File: src/rtl/cfo_autocorr_prerot.sv
// Delayed autocorrelation sum(conj(s[n-D])*s[n]) over N pairs, block-normalised and quadrant pre-rotated for CORDIC vectoring.
// Latency: out_valid k+2 edges after the N-th accumulated sample (k = normalisation shifts).
// Backpressure: none; samples accepted whenever in_valid is high in FILL/ACC, idle gaps of any length allowed.
module cfo_autocorr_prerot #(
    parameter int DW   = 12,
    parameter int D    = 16,
    parameter int N    = 64,
    parameter int ACCW = 2*DW + 1 + $clog2(N)
) (
    input  logic                 clk,
    input  logic                 rst,
    input  logic                 start,
    input  logic                 in_valid,
    input  logic signed [DW-1:0] in_re,
    input  logic signed [DW-1:0] in_im,
    output logic                 busy,
    output logic                 out_valid,
    output logic signed [12:0]   x_out,
    output logic signed [12:0]   y_out,
    output logic signed [16:0]   deg_out
);

    localparam int PW  = $clog2(D);
    localparam int CW  = $clog2(N);
    localparam int PRW = 2*DW + 1;
    localparam logic signed [ACCW-1:0] LIM = ACCW'(1024);
    localparam logic signed [16:0]     DEG90 = 17'sd46080;

    typedef enum logic [2:0] {IDLE, FILL, ACC, NORM, OUT} state_t;

    state_t state, nstate;

    logic [2*DW-1:0]        buf_mem [D];
    logic [PW-1:0]          ptr;
    logic [PW-1:0]          fill_cnt;
    logic [CW-1:0]          acc_cnt;
    logic signed [ACCW-1:0] acc_re, acc_im;
    logic signed [PRW-1:0]  p_re, p_im;
    logic                   p_vld;

    logic                   accept, fill_done, acc_done, fits, norm_go;
    logic [2*DW-1:0]        rd;
    logic signed [DW-1:0]   a_re, a_im;
    logic signed [2*DW-1:0] m_rr, m_ii, m_ri, m_ir;
    logic signed [PRW-1:0]  prod_re, prod_im;
    logic signed [12:0]     r13, i13, x_n, y_n;
    logic signed [16:0]     deg_n;

    assign accept    = in_valid && (state == FILL || state == ACC);
    assign fill_done = (state == FILL) && in_valid && (fill_cnt == PW'(D-1));
    assign acc_done  = (state == ACC) && in_valid && (acc_cnt == CW'(N-1));
    assign busy      = (state != IDLE);

    // a = sample from D accepted samples ago, b = current sample
    assign rd   = buf_mem[ptr];
    assign a_re = rd[2*DW-1:DW];
    assign a_im = rd[DW-1:0];
    assign m_rr = a_re * in_re;
    assign m_ii = a_im * in_im;
    assign m_ri = a_re * in_im;
    assign m_ir = a_im * in_re;
    assign prod_re = PRW'(m_rr) + PRW'(m_ii);
    assign prod_im = PRW'(m_ri) - PRW'(m_ir);

    // Decisions wait for the last registered product to land in the accumulator
    assign fits    = (acc_re < LIM) && (acc_re > -LIM) && (acc_im < LIM) && (acc_im > -LIM);
    assign norm_go = (state == NORM) && !p_vld;

    assign r13 = acc_re[12:0];
    assign i13 = acc_im[12:0];

    always_comb begin
        x_n   = r13;
        y_n   = i13;
        deg_n = '0;
        if (r13 < 0) begin
            if (i13 >= 0) begin
                x_n   = i13;
                y_n   = -r13;
                deg_n = DEG90;
            end else begin
                x_n   = -i13;
                y_n   = r13;
                deg_n = -DEG90;
            end
        end
    end

    always_comb begin
        nstate = state;
        case (state)
            IDLE:    if (start) nstate = FILL;
            FILL:    if (fill_done) nstate = ACC;
            ACC:     if (acc_done) nstate = NORM;
            NORM:    if (norm_go && fits) nstate = OUT;
            OUT:     nstate = IDLE;
            default: nstate = IDLE;
        endcase
    end

    always_ff @(posedge clk or posedge rst) begin
        if (rst) begin
            state <= IDLE;
        end else begin
            state <= nstate;
        end
    end

    always_ff @(posedge clk) begin
        if (accept) begin
            buf_mem[ptr] <= {in_re, in_im};
        end
    end

    always_ff @(posedge clk or posedge rst) begin
        if (rst) begin
            ptr      <= '0;
            fill_cnt <= '0;
            acc_cnt  <= '0;
            acc_re   <= '0;
            acc_im   <= '0;
            p_re     <= '0;
            p_im     <= '0;
            p_vld    <= 1'b0;
        end else begin
            if (state == IDLE && start) begin
                fill_cnt <= '0;
                acc_cnt  <= '0;
                acc_re   <= '0;
                acc_im   <= '0;
                p_vld    <= 1'b0;
            end else begin
                p_vld <= accept && (state == ACC);
                if (accept && state == ACC) begin
                    p_re <= prod_re;
                    p_im <= prod_im;
                end
                if (p_vld) begin
                    acc_re <= acc_re + ACCW'(p_re);
                    acc_im <= acc_im + ACCW'(p_im);
                end else if (norm_go && !fits) begin
                    acc_re <= acc_re >>> 1;
                    acc_im <= acc_im >>> 1;
                end
                if (accept) begin
                    ptr <= (ptr == PW'(D-1)) ? '0 : ptr + PW'(1);
                    if (state == FILL) fill_cnt <= fill_cnt + PW'(1);
                    else               acc_cnt  <= acc_cnt + CW'(1);
                end
            end
        end
    end

    always_ff @(posedge clk or posedge rst) begin
        if (rst) begin
            out_valid <= 1'b0;
            x_out     <= '0;
            y_out     <= '0;
            deg_out   <= '0;
        end else begin
            out_valid <= norm_go && fits;
            if (norm_go && fits) begin
                x_out   <= x_n;
                y_out   <= y_n;
                deg_out <= deg_n;
            end
        end
    end

endmodule

File: config.mk
export PLATFORM = sky130hd
export DESIGN_NAME = cfo_autocorr_prerot
export DESIGN_NICKNAME = d
export VERILOG_FILES = /design/src/rtl/cfo_autocorr_prerot.sv
export SDC_FILE = /design/constraint.sdc
export NUM_CORES = 2
export LEC_CHECK = 0
export CORE_MARGIN = 2
export CORE_UTILIZATION = 41
export CTS_BUF_LIST = sky130_fd_sc_hd__clkbuf_4
export CTS_CLUSTER_DIAMETER = 30
export DETAILED_ROUTE_END_ITERATION = 6
export SYNTH_ARGS = -nofsm -noshare
export SYNTH_HDL_FRONTEND = slang
export SYNTH_SLANG_ARGS = --single-unit
File: constraint.sdc
create_clock -name clk -period 8.6 [get_ports clk]
set_input_delay 1.72 -clock clk [delete_from_list [all_inputs] [get_ports clk]]
set_output_delay 1.72 -clock clk [all_outputs]
set_load 0.03 [all_outputs]
; ---- Yosys cells after proc, flatten, opt, wreduce, memory -nomap -nowiden
; Memories as Yosys holds them, arrays and structs flattened.
; Index checks and enable logic that the tools add are counted.
[word_totals]
reg_bits = 174
ram_bits = 384
input_bits = 28
out_inout_bits = 45
wordCells = 101
memories = 1
[mem_list]
columns = memory, depth, width, rd, rd_ports_with_merged_regs, write_ports, line_no
row1 = buf_mem, 16, 24, 1, 0, 1, 33  ; logic [2*DW-1:0] buf_mem [D];
[classes]
addsub = 9
n_mul = 4
order_cmp = 6
n_eq_ne = 11
mux = 27
bitwise_logic = 1
reduce_logical = 27
[ops]
columns = op, n
row1 = two-way mux 31 bit, 4
row2 = multiplier 12 x 12 -> 24 bit, 4
row3 = adder 31 x 25 -> 31 bit, 2
row4 = greater-than comparator 31 x 11 -> 1 bit (second input constant), 2
row5 = less-than comparator 31 x 12 -> 1 bit (second input constant), 2
row6 = two-way mux 30 bit, 2
row7 = two-way mux 13 bit, 4
row8 = two-way mux 17 bit, 2
row9 = negation 13 bit, 2
row10 = adder 24 x 24 -> 25 bit, 1
row11 = subtractor 24 x 24 -> 25 bit, 1
row12 = two-way mux 6 bit, 3
row13 = two-way mux 4 bit, 4
row14 = greater-or-equal comparator 13 x 1 -> 1 bit (second input constant), 1
row15 = logical AND 1 bit, 13
row16 = less-than comparator 13 x 1 -> 1 bit (second input constant), 1
row17 = two-way mux 3 bit, 4
row18 = one-hot mux 3 bit (4 select lines), 1
row19 = adder 4 x 1 -> 4 bit (second input constant), 2
row20 = == test 4 bit (second input constant), 2
row21 = AND reduction 2 bit, 4
row22 = adder 6 x 1 -> 6 bit (second input constant), 1
row23 = == test 3 x 2 -> 1 bit (second input constant), 2
row24 = == test 6 bit (second input constant), 1
row25 = 11 further kinds, 20

; ---- Depth between registers and ports, before layout
[depth]
word_depth = 9
mapped_depth = 33
depth_no_buf = 28

; ---- Least setup slack after synthesis
; Ideal clock, no wire load.
[synth_timing]
path_type = register to register
start = register ptr[0]
end = register p_re[20]
setup_time_ps = 135
arrival_time_ps = 8437
t_required_ps = 8465
setup_slack_ps = 28
path_stages_with_launch = 30
n_path_buf = 5
period_less_slack_ps = 8572
cell_sequence = dfrtp_1 -> buf_2 -> buf_4 -> buf_2 -> buf_2 -> mux4_2 -> mux4_2 -> clkbuf_1 -> and2_1 -> fa_1 -> inv_1 -> fa_1 -> fa_1 -> fa_1 -> inv_1 -> fa_1 -> fa_1 -> inv_1 -> fa_1 -> inv_1 -> ha_1 -> a21o_1 -> a21oi_1 -> o21ai_0 -> a2111oi_1 -> nor3_1 -> or3_1 -> a21oi_1 -> xor2_1 -> o21ai_0
[synth_via]
elab_chain_len = 3
word_cells_on_any_way = 4
cone_classes = 1 x add/sub / 2 x mul / 1 x memory
[synth_rtl]
columns = element, line_no
row1 = from (decl), 34  ; logic [PW-1:0] ptr;
row2 = from (signal assigned), 146  ; ptr <= (ptr == PW'(D-1)) ? '0 : ptr + PW'(1);
row3 = memory read (16 x 24 bit) (*), --
row4 = multiplier 12 x 12 -> 24 bit (on tied branches), "58, 59"
row5 = adder 24 x 24 -> 25 bit (*), 62  ; assign prod_re = PRW'(m_rr) + PRW'(m_ii);
row6 = to (signal assigned), 135  ; p_re <= prod_re;
row7 = to (decl), 38  ; logic signed [PRW-1:0] p_re, p_im;
; Every way passes the cells marked *; elsewhere a longest branch is shown, timed or not.
; A chain may end at the register's enable or synchronous reset.

; ---- Worst setup path in the final report
[layout_timing]
start = register ptr[0]
end = register p_im[22]
[layout_via]
elab_chain_len = 3
word_cells_on_any_way = 4
cone_classes = 1 x add/sub / 2 x mul / 1 x memory
[layout_rtl]
columns = element, line_no
row1 = memory read (16 x 24 bit) (*), --
row2 = multiplier 12 x 12 -> 24 bit (on tied branches), "60, 61"
row3 = subtractor 24 x 24 -> 25 bit (*), 63  ; assign prod_im = PRW'(m_ri) - PRW'(m_ir);
row4 = to (signal assigned), 136  ; p_im <= prod_im;
row5 = to (decl), 38
; Marks and branches as above.

==> impl_metrics.yaml <==
worst_hold_path:
  min_path_type: "reg2reg"
  worstHoldEndpoint: "p_im[14]"
  hold_depth: 2
  hp-start: "p_im[14]"
critical_path:
  r2r_start: "ptr[0]"
  reg2reg_slack_ps: 300
  path_class: "reg2reg"
  crit_path_max_fanout: 24
  rr_endpoint: "p_im[22]"
  worst_setup_path_start_kind: "register"
  cp.arrival_ps: 9130
  ff2ff_path_depth: 27
  startpoint: "ptr[0]"
  cp.required_ps: 9430
  cp-end-kind: "register"
clock_network:
  cts_buffer_depth: 3
  cts.htree.levels: 4
  clk_latency_ps: 1040
  path_clk_slew_ps: 60
  ctsRootBufferMaster: "clkbuf_4"
  cts_made_buffers: 145
  ctsHoldBuffers: 0
  cts_sinks: 544
  cts_tree: "yes"
drt:
  via_count: 31250
  wirelength_mm: 122.3
  drtPass1Iterations: 5
  drt_iter0_markers: 2028
  wire_per_inst_um: 20.05
  ant_nets: 0
  via_per_inst: 5.123
  route.detailed.drc: 0
floorplan:
  die-area_um2: 119700
  die_h_um: 346.0
  dieWidth_um: 346.0
  start_util_pct: 41.32
  coreArea_um2: 116000
  io_pins: 73
  rows: 125
yosys:
  yosys.area.top_type_share_pct: 27.26
  ys_seq_elements: 544
  synth_top_flop_cell: "edfxtp_1"
  synth_top_area_cell: "fa_1"
  yosysWarnings: 0
  synth_most_common_cell: "inv_1"
  ys_types: 73
  seq_area_frac_synth_pct: 32.40
  synth_enable_flop_cells: 384
  async_flop_share_pct: 29.41
  synth.area.top_cells: "fa_1, edfxtp_1, dfrtp_1, ha_1, inv_1"
  netlist_area_um2: 47950
  syn_area_per_cell_um2: 11.42
  synth_commonest_cells: "inv_1, fa_1, edfxtp_1"
  synthCells: 4197
global_route:
  antenna_found_initial: 5
  grt_pass1_vias: 33400
  grt_usage_pct: 21.05
  grt_max_degree: 88
  grt_pass1_wl_mm: 193.5
  overflow: 0
placed_design:
  hpwl_mm: 91.76
  gp_congestion: 0.9012
  dp_slack_ps: -206.9
  port_buffers: 62
  postPlaceCellArea_um2: 51650
timing:
  hold_viol_final: 0
  post-route-period-util_pct: 96.49
  setup_tns_ps: 0
  report.final.slew_viol_count: 0
  max_freq_mhz: 120.5
  worstMarginPinSlew_ps: 968.0
  setup_ws_ps: 302.0
  period_needed_ps: 8298
  clock_skew_ps: 105.6
  setup_viol: 0
  timing.slew.headroom_pct: 35.47
status:
  outcome: "complete, no violations"
final_layout:
  drive_gt1_share_pct: 14.99
  finish.utilization_pct: 46.38
  design_area_um2: 53820
  final_nets: 5414
  syn_to_final_growth_pct: 12.24
job:
  cap_violations: 0
==> layout make-up <==
cell class,instances,area (um^2)
Antenna cell,6,15.01
Clock buffer,207,1554
Clock inverter,34,234.0
Fill cell,10700,62230
Inverter,757,2846
Multi-Input combinational cell,2711,28870
Sequential cell,544,15540
Tap cell,1524,1907
Timing Repair Buffer,316,2851
==> registers in the layout, summed over array words and instances (netlist names), 6 cells and up <==
name and cells:
acc_im 31, buf_mem 384, p_re 25, acc_re 31
y_out 13, p_im 25, x_out 13, acc_cnt 6
==> metrics by stage <==
step / cells / hold WS [ps]
floorplan: 4206 / 442.8
global placement: 5823 / 458.5
detailed placement: 5823 / 474.8
CTS: 6066 / 486.2
global route: 6098 / 515.0
finish: 6099 / 483.2
==> critical path, cell delays in order, from the launching register on <==
cell	delay, ps
dfrtp_4	420
buf_12	150
buf_16	220
mux4_2	540
mux4_2	690
buf_4	280
and2_1	200
fa_1	510
inv_1	60
fa_1	490
fa_1	570
fa_1	450
fa_1	470
fa_1	490
inv_1	50
fa_1	470
inv_1	50
ha_1	330
a21oi_2	190
o31ai_4	130
o2111ai_2	220
a21oi_1	120
o41ai_2	280
buf_4	170
o21bai_1	60
a21oi_1	180
xnor2_1	80
mux2_2	260
==> kinds of logic after synthesis <==
logic type	count (synthesis)	share of synthesized area, %
simple gates	1039	10.56
buf+inv	951	7.716
fa+ha+maj	911	34.00
flops	544	32.40
compound gates	409	5.357
mux	197	7.322
xor+xnor	145	2.649
other cells	1	0.007821
==> worst max path at each step <==
stage                     to  slack [ps]  cells past startpoint
finish              p_im[22]         300                     27
global route        p_im[23]          -8                     27
CTS                 p_re[22]          10                     25
detailed placement  p_re[20]        -210                     25
global placement    p_re[20]        -200                     25
floorplan           p_re[20]          30                     29
==> per-layer routing <==
layer	vias to the layer above	global-route usage, %	routed length [um]	share of wire (%)
li1	14210	-	-	-
met1	15990	27.54	51860	42
met2	874	35.54	60170	49
met3	166	4.249	7506	6.1
met4	4	5.962	2705	2.2
met5	-	0	26	0.021
==> repair_timing <==
action	CTS	global route
gates resized for setup	2	12
setup buffers	2	27
pin swaps	0	3
setup endpoints to repair	4	10
==> layout by cell type, fill, tap and decap left out, types with 13 or more instances in the layout <==
cell type	netlist	routed
a211oi_1	34	34
a21o_1	48	48
a21oi_1	133	131
a31oi_1	13	13
and2_1	287	286
buf_12	0	27
buf_4	20	223
clkbuf_4	0	207
clkdlybuf4s50_1	0	51
clkinv_1	1	19
dfrtp_1	160	156
edfxtp_1	384	384
fa_1	653	653
ha_1	258	258
inv_1	756	755
mux2_2	28	28
mux2i_1	47	47
mux4_2	120	120
nand2_1	382	382
nand2b_1	31	31
nand3_1	33	33
nand4_1	17	17
nor2_1	181	169
nor2b_1	17	17
nor3_1	36	31
nor4_1	13	13
o21a_1	16	16
o21ai_0	98	96
xnor2_1	93	93
xor2_1	52	52
Power is left out: the tool's default activity adds up to more than one toggle a clock period on the data nets, which glitch-free logic cannot reach.
